`config.mk`:
```
export PLATFORM = sky130hd
export DESIGN_NAME = aes_round_ctrl
export DESIGN_NICKNAME = d
export VERILOG_FILES = /design/src/rtl/aes_pkg.sv /design/src/rtl/aes_round_ctrl.sv
export SDC_FILE = /design/constraint.sdc
export NUM_CORES = 1
export LEC_CHECK = 0
export ABC_CLOCK_PERIOD_IN_PS = 2200
export CAP_MARGIN = 20
export CORE_AREA = 4 4 299 301
export DETAILED_ROUTE_END_ITERATION = 10
export DIE_AREA = 0 0 303 305
export GPL_TIMING_DRIVEN = 1
export PLACE_DENSITY_LB_ADDON = 0.3
export RECOVER_POWER = 50
export SYNTH_ARGS = -nofsm -noshare
export SYNTH_HDL_FRONTEND = slang
export SYNTH_SLANG_ARGS = --single-unit
```
`constraint.sdc`:
```
create_clock -name clk -period 2.2 [get_ports clk]
set_input_delay 0.33 -clock clk [delete_from_list [all_inputs] [get_ports clk]]
set_output_delay 0.33 -clock clk [all_outputs]
set_load 0.02 [all_outputs]
```
`src/rtl/aes_pkg.sv`:
```
// ---------------------------------------------------------------------------
// aes_pkg
// Shared definitions for the iterative AES sequencer and its neighbours.
//   AES_BLK_W   : width of one AES block / round key
//   RK_IDX_W    : width of the round-key index presented to the key store
//   aes_state_e : sequencer FSM states
// ---------------------------------------------------------------------------
package aes_pkg;

    localparam int AES_BLK_W = 128;
    localparam int RK_IDX_W  = 4;

    typedef enum logic [1:0] {
        IDLE  = 2'd0,
        ROUND = 2'd1,
        DONE  = 2'd2
    } aes_state_e;

endpackage

```
`src/rtl/aes_round_ctrl.sv`:
```
// ---------------------------------------------------------------------------
// aes_round_ctrl
// Iterative AES encryption sequencer. Owns the 128-bit state register,
// applies the initial AddRoundKey on acceptance, then drives an external
// single-round combinational core for NR rounds (one per cycle), fetching
// round keys by index from an external key store. The ciphertext is offered
// on a valid/ready output.
//
// Ports
//   clk, rst            : clock, synchronous active-high reset
//   in_valid/in_ready   : plaintext handshake, in_pt = plaintext (byte 0 MSB)
//   rk_idx / rk         : round-key index out, round key back (same cycle)
//   core_din/kin/sel    : state, round key and final-round select to core
//   core_dout           : core result (combinational)
//   out_valid/out_ready : ciphertext handshake, out_ct = ciphertext
//   busy                : high while rounds are running
//
// Parameter NR: number of rounds (10, 12 or 14).
// ---------------------------------------------------------------------------
module aes_round_ctrl
    import aes_pkg::*;
#(
    parameter int NR = 10
) (
    input  logic                 clk,
    input  logic                 rst,
    input  logic                 in_valid,
    output logic                 in_ready,
    input  logic [AES_BLK_W-1:0] in_pt,
    output logic [RK_IDX_W-1:0]  rk_idx,
    input  logic [AES_BLK_W-1:0] rk,
    output logic [AES_BLK_W-1:0] core_din,
    output logic [AES_BLK_W-1:0] core_kin,
    output logic                 core_sel,
    input  logic [AES_BLK_W-1:0] core_dout,
    output logic                 out_valid,
    input  logic                 out_ready,
    output logic [AES_BLK_W-1:0] out_ct,
    output logic                 busy
);

    localparam logic [RK_IDX_W-1:0] NR_IDX  = RK_IDX_W'(NR);
    localparam logic [RK_IDX_W-1:0] RND_ONE = RK_IDX_W'(1);

    aes_state_e           fsm_q,       fsm_d;
    logic [AES_BLK_W-1:0] state_q,     state_d;
    logic [RK_IDX_W-1:0]  rnd_q,       rnd_d;
    logic                 out_valid_q, out_valid_d;
    logic                 busy_q,      busy_d;
    logic                 last_round;

    assign last_round = (rnd_q == NR_IDX);

    // Output decode: depends only on the FSM state and registers, plus the
    // out_ready pass-through to in_ready while holding a finished block.
    always_comb begin
        in_ready = 1'b0;
        rk_idx   = '0;
        core_sel = 1'b0;
        case (fsm_q)
            IDLE:  in_ready = 1'b1;
            ROUND: begin
                rk_idx   = rnd_q;
                core_sel = last_round;
            end
            DONE:  in_ready = out_ready;
            default: ;
        endcase
    end

    assign core_din  = state_q;
    assign core_kin  = rk;
    assign out_ct    = state_q;
    assign out_valid = out_valid_q;
    assign busy      = busy_q;

    // Next-state logic. In IDLE and DONE rk_idx is 0, so rk is round key 0
    // and the initial AddRoundKey can be folded into the load.
    always_comb begin
        fsm_d   = fsm_q;
        state_d = state_q;
        rnd_d   = rnd_q;
        case (fsm_q)
            IDLE: begin
                if (in_valid) begin
                    state_d = in_pt ^ rk;
                    rnd_d   = RND_ONE;
                    fsm_d   = ROUND;
                end
            end
            ROUND: begin
                state_d = core_dout;
                if (last_round) begin
                    fsm_d = DONE;
                end else begin
                    rnd_d = rnd_q + RND_ONE;
                end
            end
            DONE: begin
                // Holding the ciphertext: nothing changes until it is taken.
                // A waiting block is loaded on the same edge (no bubble).
                if (out_ready) begin
                    if (in_valid) begin
                        state_d = in_pt ^ rk;
                        rnd_d   = RND_ONE;
                        fsm_d   = ROUND;
                    end else begin
                        fsm_d = IDLE;
                    end
                end
            end
            default: fsm_d = IDLE;
        endcase
        // Status outputs are registered copies of the next state.
        out_valid_d = (fsm_d == DONE);
        busy_d      = (fsm_d == ROUND);
    end

    always_ff @(posedge clk) begin
        if (rst) begin
            fsm_q       <= IDLE;
            state_q     <= '0;
            rnd_q       <= '0;
            out_valid_q <= 1'b0;
            busy_q      <= 1'b0;
        end else begin
            fsm_q       <= fsm_d;
            state_q     <= state_d;
            rnd_q       <= rnd_d;
            out_valid_q <= out_valid_d;
            busy_q      <= busy_d;
        end
    end

endmodule
```
==> impl_metrics.json, run 1 <==
{
  "status": "finished clean",
  "routabilityCongestion": 0.8401,
  "vias": 8888,
  "hold-worst-slack_ns": 0.4836,
  "final_hold_viol_count": 0,
  "rsz0062_at_grt": "no",
  "drive_above_1_share": 0.1008,
  "setup_viol": 0,
  "io_pins": 780,
  "rows": 108,
  "final_antenna_net_count": 0,
  "worstPathMaxFanout": 64,
  "synthSimpleGateAreaFrac": 0.06873,
  "finClkSkew_ns": 0.01166,
  "clock_path_buffers": 2,
  "firstDrtPassIters": 4,
  "synth_xor_xnor_area_share": 0.1217,
  "fin_area_sq_mm": 0.01711,
  "synth-async-reset-ratio": 0,
  "viasPerCell": 3.296,
  "synthFlopType": "dfxtp_1",
  "drv_slew": 0,
  "grt_pass1_wl_microns": 70540,
  "yosys.cell_types.count": 30,
  "syn_avg_cell_area_sq_um": 9.184,
  "setup_tns_ns": 0,
  "synth_compound_area_frac": 0.2594,
  "finalPower_mw": 9.817,
  "syn_to_final_growth_pct": 85.76,
  "layout.nets": 1915,
  "dieArea_sq_mm": 0.09242,
  "arrival_ns": 2.37,
  "cts_buffers": 17,
  "initial_utilization": 0.1063,
  "period_share": 0.9221,
  "synthAdderAreaFrac": 0.002717,
  "die_w_microns": 303,
  "worst_setup_path_start_kind": "flop",
  "dp.final_hpwl_microns": 44160,
  "ys_ff_latch": 136,
  "reg2reg_slack_ns": 0.17,
  "syn_nets": 1393,
  "slew_headroom": 0.3248,
  "antenna_found_initial": 20,
  "routedWlPerCell_microns": 18.98,
  "syn_inst": 1003,
  "grt-ovfl-total": 0,
  "grt_usage": 0.1067,
  "leakage_nw": 6.020,
  "cts.clk_slew.worst_paths_ns": 0.07,
  "grt_pass1_vias": 9586,
  "design.core.area_sq_mm": 0.08662,
  "cts.sink_count": 136,
  "place_area_sq_mm": 0.01656,
  "worstPathRequired_ns": 2.55,
  "drtIter0Drc": 383,
  "syn-cell-area_sq_mm": 0.009211,
  "maxCapViolations": 0,
  "dieHeight_microns": 305,
  "ir_worst_vdd_uv": 512.4,
  "grt_max_degree": 88,
  "yosys-top-cells-area": "dfxtp_1 30%, buf_4 22%, o2bb2ai_2 14%",
  "fmax_ghz": 0.4930,
  "cts-root-buf": "clkbuf_16",
  "clk_latency_ns": 0.46,
  "worstSetupPathType": "flop to flop",
  "cts_tree": "yes",
  "wl_microns": 51190,
  "synth-edff-count": 0,
  "io_buffer_count": 779,
  "htree_levels": 4,
  "route.detailed.drc": 0,
  "min_period_ns": 2.029,
  "hp-class": "flop to flop",
  "synth_top_family_by_area": "compound AO/OA/AOI/OAI gates",
  "endpoint_kind": "flop",
  "yosysWarnings": 0,
  "synth_top_area_frac": 0.2956,
  "powerDensity_mw_per_mm2": 573.7,
  "tightest_slew_ns": 1.013,
  "synth.most_common_cell": "buf_4",
  "ys_top_cells_by_count": "267 x buf_4, 136 x dfxtp_1, 135 x nor2_1",
  "ys_seq_area_frac": 0.2956,
  "yosys-mux-area-fraction": 0,
  "synth_area_leader_cell": "dfxtp_1"
}
power by group:
group / total, mW / internal [mW] / switching (mW) / leakage, nW
sequential: 2.95 / 2.69 / 0.259 / 1.12
combinational: 3.66 / 1.92 / 1.75 / 4.60
clock: 3.20 / 1.85 / 1.35 / 0.292
total: 9.82 / 6.46 / 3.36 / 6.02
timing repair:
item	CTS	global route
gates resized for setup	5	2
cloned	0	0
buffers inserted	0	2
setup endpoints to repair	5	3
hold buffers	0	0
placed cells by master, fill, tap and decap left out, types with 3 or more instances in the layout:
cell type / n
nor2_1: 136
a21oi_1: 132
dlygate4sd3_1: 173
clkbuf_16: 17
buf_12: 9
dlygate4sd2_1: 4
dfxtp_1: 136
clkbuf_1: 3
inv_1: 3
xnor2_1: 128
and2_1: 3
bufinv_16: 3
o2bb2ai_2: 81
clkinv_4: 3
o2bb2ai_1: 47
diode_2: 4
clkdlybuf4s50_1: 600
clkinvlp_4: 4
buf_4: 27
cells by family (layout without fill, tap and decap cells):
group                      count (synthesis)  after routing
buffers and inverters                    318            853
adders and majority gates                  2              2
AOI/OAI and AO/OA                        267            267
DFF                                      136            136
and+or+nand+nor                          152            152
other                                      0              4
xor gates and xnor gates                 128            128
layer usage:
metal,GRT usage,routed length [microns],share of wire
met1,0.1196,20130,0.39
met2,0.1922,26140,0.51
met3,0.03517,3864,0.075
met4,0.02839,1035,0.020
met5,0,13,0.00025
worst paths after layout:
kind / start / end / cells past startpoint
worst min-delay path: core_din[70]$_SDFFE_PP0P_ / core_din[70]$_SDFFE_PP0P_ / 1
worst max register to register: fsm_q[0]$_SDFF_PP0_ / core_din[67]$_SDFFE_PP0P_ / 5
worst max-delay path: fsm_q[0]$_SDFF_PP0_ / core_din[67]$_SDFFE_PP0P_ / 5
worst min register to register: core_din[70]$_SDFFE_PP0P_ / core_din[70]$_SDFFE_PP0P_ / 1
flip-flops by register name, summed over array words and instances (netlist names):
signal	cells
out_valid	1
busy	1
rnd_q	4
fsm_q	2
core_din	128
stage by stage:
step                      setup slack (ns)  utilization  cells
final                               0.1714       0.1976   2697
after global routing               0.05256       0.1975   2695
after CTS                          0.04495       0.1983   2691
after detailed placement            0.1931       0.1912   2659
after global placement              0.1714       0.1912   2659
after floorplan                     0.6870            -   1003
worst max-delay path, stage by stage (launching register included):
cell,delay [ns]
dfxtp_1,0.36
nand2b_4,0.16
a21oi_1,0.38
nor2_4,0.07
clkbuf_4,0.49
o2bb2ai_2,0.31
layout make-up:
class                      instances  area, sq um
sequential                       136         2723
inverter                           3        11.26
timing repair buffer             818         8179
fill                            9478        69510
tap                             1155         1445
clock inverter                    13        168.9
multi-input combinational        549         4121
antenna                            4        10.01
clock buffer                      19        452.9
No activity file was read; power rests on OpenSTA's default activity.
==> run 2, diff against run 1 <==
--- a/config.mk
+++ b/config.mk
@@ -5,7 +5,7 @@
 export SDC_FILE = /design/constraint.sdc
 export NUM_CORES = 1
 export LEC_CHECK = 0
-export ABC_CLOCK_PERIOD_IN_PS = 2200
+export ABC_CLOCK_PERIOD_IN_PS = 2430
 export CAP_MARGIN = 20
 export CORE_AREA = 4 4 299 301
 export DETAILED_ROUTE_END_ITERATION = 10
==> constraint.sdc (replaced) <==
create_clock -name clk -period 2.43 [get_ports clk]
set_input_delay 0.3645 -clock clk [delete_from_list [all_inputs] [get_ports clk]]
set_output_delay 0.3645 -clock clk [all_outputs]
set_load 0.02 [all_outputs]
==> impl_metrics.json, run 2 (synthesis gave the netlist of run 1 again) <==
{
  "worst_setup_path_start_kind": "flop",
  "postCtsHoldBufs": 0,
  "slowest_delay_ns": 0.38,
  "rsz0062_at_grt": "no",
  "fin_area_sq_mm": 0.01699,
  "ff2ff_path_depth": 5,
  "worstPathRequired_ns": 2.07,
  "min_to": "core_din[48]$_SDFFE_PP0P_",
  "layoutNonFillerInstCount": 2679,
  "endpoint_kind": "output pin",
  "utilization": 0.1961,
  "setup_viol": 0,
  "cts.clk_slew.worst_paths_ns": 0.08,
  "route.detailed.drc": 0,
  "viasPerCell": 3.292,
  "cts-root-buf": "clkbuf_16",
  "vias": 8820,
  "largest_reg_flops": 128,
  "initial_utilization": 0.1063,
  "final_hold_viol_count": 0,
  "rows": 108,
  "timing.final.ws_setup_ns": 0.1942,
  "fmax_ghz": 0.4473,
  "io_pins": 780,
  "min-delay-start": "core_din[48]$_SDFFE_PP0P_",
  "hp-class": "flop to flop",
  "tightest_slew_ns": 1.081,
  "routabilityCongestion": 0.8316,
  "maxCapViolations": 0,
  "arrival_ns": 1.87,
  "drive_above_1_share": 0.09217,
  "finClkSkew_ns": 0.01424,
  "worstSetupPathDepth": 5,
  "clock_path_buffers": 2,
  "cts.sink_count": 136,
  "cts_buffers": 17,
  "crit_buf_inv": 2,
  "setup_tns_ns": 0,
  "grt_max_degree": 130,
  "syn_to_final_growth_pct": 84.43,
  "final_common_cell": "clkdlybuf4s50_1",
  "antenna_found_initial": 21,
  "crit_path_cell_trace": "inv_1 -> ha_1 -> nand3b_1 -> nor2_4 -> dlygate4sd2_1",
  "wl_microns": 51420,
  "min_period_ns": 2.236,
  "design.core.area_sq_mm": 0.08662,
  "ir_worst_vdd_uv": 538.2,
  "place_ws_ns": 0.2537,
  "final_cell_mix": "609 x clkdlybuf4s50_1, 165 x dlygate4sd3_1, 136 x dfxtp_1",
  "io_buffer_count": 779,
  "hold_depth": 1,
  "htree_levels": 4,
  "firstDrtPassIters": 4,
  "drtIter0Drc": 343,
  "grt_pass1_wl_microns": 70320,
  "crit_family": "buffers and inverters",
  "r2r_end": "core_din[77]$_SDFFE_PP0P_",
  "layout.nets": 1896,
  "cts_tree": "yes",
  "cts_setup_buffers": 0,
  "grt_usage": 0.1068,
  "period_share": 0.9201,
  "final_antenna_net_count": 0,
  "grt_pass1_vias": 9452,
  "routedWlPerCell_microns": 19.19,
  "drv_slew": 0,
  "dp_cells": 2642,
  "die_w_microns": 303,
  "worstPathMaxFanout": 7,
  "worstSetupPathType": "flop to output pin",
  "slowest_stage": "dlygate4sd2_1",
  "status": "finished clean",
  "clk_latency_ns": 0.48,
  "place_area_sq_mm": 0.01640,
  "slew_headroom": 0.2790,
  "grt-ovfl-total": 0,
  "reg2reg_slack_ns": 0.21,
  "finalPower_mw": 8.890,
  "hold-worst-slack_ns": 0.4845,
  "rr_startpoint": "fsm_q[0]$_SDFF_PP0_",
  "dieHeight_microns": 305,
  "dp.final_hpwl_microns": 43890,
  "leakage_nw": 5.978,
  "dieArea_sq_mm": 0.09242,
  "powerDensity_mw_per_mm2": 523.3
}
[run 2: power breakdown]
group | switching, mW | total [mW] | internal (mW) | leakage (nW)
Sequential | 0.230 | 2.67 | 2.44 | 1.12
Combinational | 1.60 | 3.30 | 1.70 | 4.55
Clock | 1.18 | 2.92 | 1.74 | 0.304
Total | 3.01 | 8.89 | 5.88 | 5.98
[run 2: timing repair]
action                     CTS  global route
setup endpoints to repair    4             1
resized for setup            4             2
gates cloned                 0             0
[run 2: layout make-up]
cell class | instances | area [sq um]
Timing Repair Buffer | 799 | 8000
Tap cell | 1155 | 1445
Inverter | 3 | 11.26
Antenna cell | 5 | 12.51
Clock buffer | 20 | 446.7
Fill cell | 9538 | 69630
Clock inverter | 12 | 173.9
Multi-Input combinational cell | 549 | 4177
Sequential cell | 136 | 2723
[run 2: worst max-delay path by stage]
stage / endpoint / slack (ns) / startpoint
3_5_place_dp: in_ready / 0.25 / out_ready
5_1_grt: core_sel / 0.06 / rnd_q[0]$_SDFFE_PP0P_
6_report: core_sel / 0.19 / rnd_q[0]$_SDFFE_PP0P_
2_1_floorplan: rk_idx[1] / 0.88 / fsm_q[0]$_SDFF_PP0_
4_1_cts: rk_idx[0] / 0.0009 / fsm_q[1]$_SDFF_PP0_
3_3_place_gp: in_ready / 0.21 / out_ready
[run 2: per-layer routing]
layer / up-vias / share of wire / wire [microns] / track usage
met5: - / 0.00068 / 35 / 0
met4: 6 / 0.025 / 1270 / 0.03268
met3: 68 / 0.086 / 4400 / 0.04058
met2: 488 / 0.51 / 25980 / 0.1897
met1: 4103 / 0.38 / 19740 / 0.1171
li1: 4155 / - / - / -
==> run 3, diff against run 2 <==
--- a/config.mk
+++ b/config.mk
@@ -13,6 +13,7 @@
 export GPL_TIMING_DRIVEN = 1
 export PLACE_DENSITY_LB_ADDON = 0.3
 export RECOVER_POWER = 50
+export REMOVE_ABC_BUFFERS = 1
 export SYNTH_ARGS = -nofsm -noshare
 export SYNTH_HDL_FRONTEND = slang
 export SYNTH_SLANG_ARGS = --single-unit
==> impl_metrics.json, run 3 (synthesis gave the netlist of run 1 again) <==
{
  "hp-class": "flop to flop",
  "dieHeight_microns": 305,
  "firstDrtPassIters": 4,
  "layout.nets": 1906,
  "die_w_microns": 303,
  "worstPathMaxFanout": 6,
  "drive_above_1_share": 0.06017,
  "slew_headroom": 0.5555,
  "grt_usage": 0.09941,
  "postCtsHoldBufs": 0,
  "grt-ovfl-total": 0,
  "leakage_nw": 5.863,
  "io_buffer_count": 779,
  "antenna_found_initial": 13,
  "viasPerCell": 3.309,
  "worstPathRequired_ns": 2.07,
  "maxCapViolations": 0,
  "finalPower_mw": 8.741,
  "clk_latency_ns": 0.47,
  "grt_pass1_wl_microns": 66990,
  "final_cell_mix": "622 x clkdlybuf4s50_1, 155 x dlygate4sd3_1, 136 x nor2_1, 136 x dfxtp_1, 132 x a21oi_1",
  "rsz0062_at_grt": "no",
  "place_area_sq_mm": 0.01649,
  "dp.final_hpwl_microns": 40600,
  "min_period_ns": 2.196,
  "io_pins": 780,
  "wl_microns": 47900,
  "rows": 108,
  "status": "finished clean",
  "utilization": 0.1928,
  "reg2reg_slack_ns": 0.33,
  "final_hold_viol_count": 0,
  "routabilityCongestion": 0.8226,
  "htree_levels": 4,
  "design.core.area_sq_mm": 0.08662,
  "vias": 8897,
  "cts-root-buf": "clkbuf_16",
  "fin_area_sq_mm": 0.01670,
  "grt_pass1_vias": 9603,
  "drtIter0Drc": 262,
  "dieArea_sq_mm": 0.09242,
  "cts.sink_count": 136,
  "worstSetupPathType": "flop to output pin",
  "arrival_ns": 1.83,
  "endpoint_kind": "output pin",
  "worst_setup_path_start_kind": "flop",
  "drv_slew": 0,
  "cts_buffers": 17,
  "tightest_slew_ns": 0.6643,
  "clock_path_buffers": 2,
  "fmax_ghz": 0.4554,
  "cts.clk_slew.worst_paths_ns": 0.06,
  "setup_viol": 0,
  "nFillCells": 9582,
  "route.detailed.drc": 0,
  "powerDensity_mw_per_mm2": 523.4,
  "cts_tree": "yes",
  "ir_worst_vdd_uv": 485.8,
  "routedWlPerCell_microns": 17.81,
  "grt_max_degree": 82,
  "largest_reg_flops": 128,
  "period_share": 0.9036,
  "syn_to_final_growth_pct": 81.30,
  "final_antenna_net_count": 0,
  "final_common_cell": "clkdlybuf4s50_1",
  "finClkSkew_ns": 0.01830,
  "initial_utilization": 0.1063
}
## run 3: changes by cell type in the layout (fill, tap and decap cells not counted), sizes merged, moves of 2 or more
cell / previous run / this run
buf: 16 / 27
bufinv: 4 / 2
clkbuf: 24 / 22
clkdlybuf4s50: 609 / 622
dlygate4sd2: 4 / 1
dlygate4sd3: 165 / 155
inv: 4 / 9
## run 3: metal layers
| layer | global-route usage | wire length (microns) | vias up |
|---|---|---|---|
| met3 | 0.03865 | 4252 | 60 |
| li1 | - | - | 4199 |
| met2 | 0.1752 | 23720 | 474 |
| met1 | 0.1096 | 18680 | 4154 |
| met5 | 0 | 66 | - |
| met4 | 0.03026 | 1188 | 10 |
## run 3: through the flow
step,worst slack [ns],hold WS (ns),cells,setup TNS [ns]
finish,0.2343,0.4746,2689,0
CTS,0.002698,0.4682,2683,0
detailed placement,0.2239,0.4725,2651,0
floorplan,-7.330,0.4336,688,-961.92
global placement,0.2089,0.4697,2651,0
global route,0.06463,0.4858,2684,0
## run 3: final timing paths
path	startpoint	to	cells after the start
max	fsm_q[0]$_SDFF_PP0_	rk_idx[1]	3
min	core_din[6]$_SDFFE_PP0P_	core_din[6]$_SDFFE_PP0P_	1
max reg2reg	fsm_q[0]$_SDFF_PP0_	core_din[3]$_SDFFE_PP0P_	5
min reg2reg	core_din[6]$_SDFFE_PP0P_	core_din[6]$_SDFFE_PP0P_	1
## run 3: worst max-delay path, stage by stage (launching register included)
cell,delay (ns)
dfxtp_1,0.42
nor2b_4,0.20
and2_1,0.13
clkdlybuf4s50_1,0.63
## run 3: cell type report
type | count | area [sq um] | share of cell area
clock inverter | 13 | 161.4 | 0.009665
multi-input combinational | 549 | 3789 | 0.2269
antenna | 5 | 12.51 | 0.0007492
inverter | 3 | 11.26 | 0.0006743
tap | 1155 | 1445 | 0.08654
timing repair buffer | 809 | 8105 | 0.4854
clock buffer | 19 | 452.9 | 0.02712
sequential | 136 | 2723 | 0.1630
## run 3: what timing repair did
action / 4_1_cts / 5_1_grt
setup buffers: 0 / 1
resized for setup: 1 / 1
endpoints found under the setup margin: 1 / 4
## run 3: power by group
part / switching (mW) / internal [mW] / total [mW]
Combinational: 1.53 / 1.70 / 3.23
Sequential: 0.220 / 2.44 / 2.66
Clock: 1.25 / 1.60 / 2.86
Total: 3.01 / 5.74 / 8.74
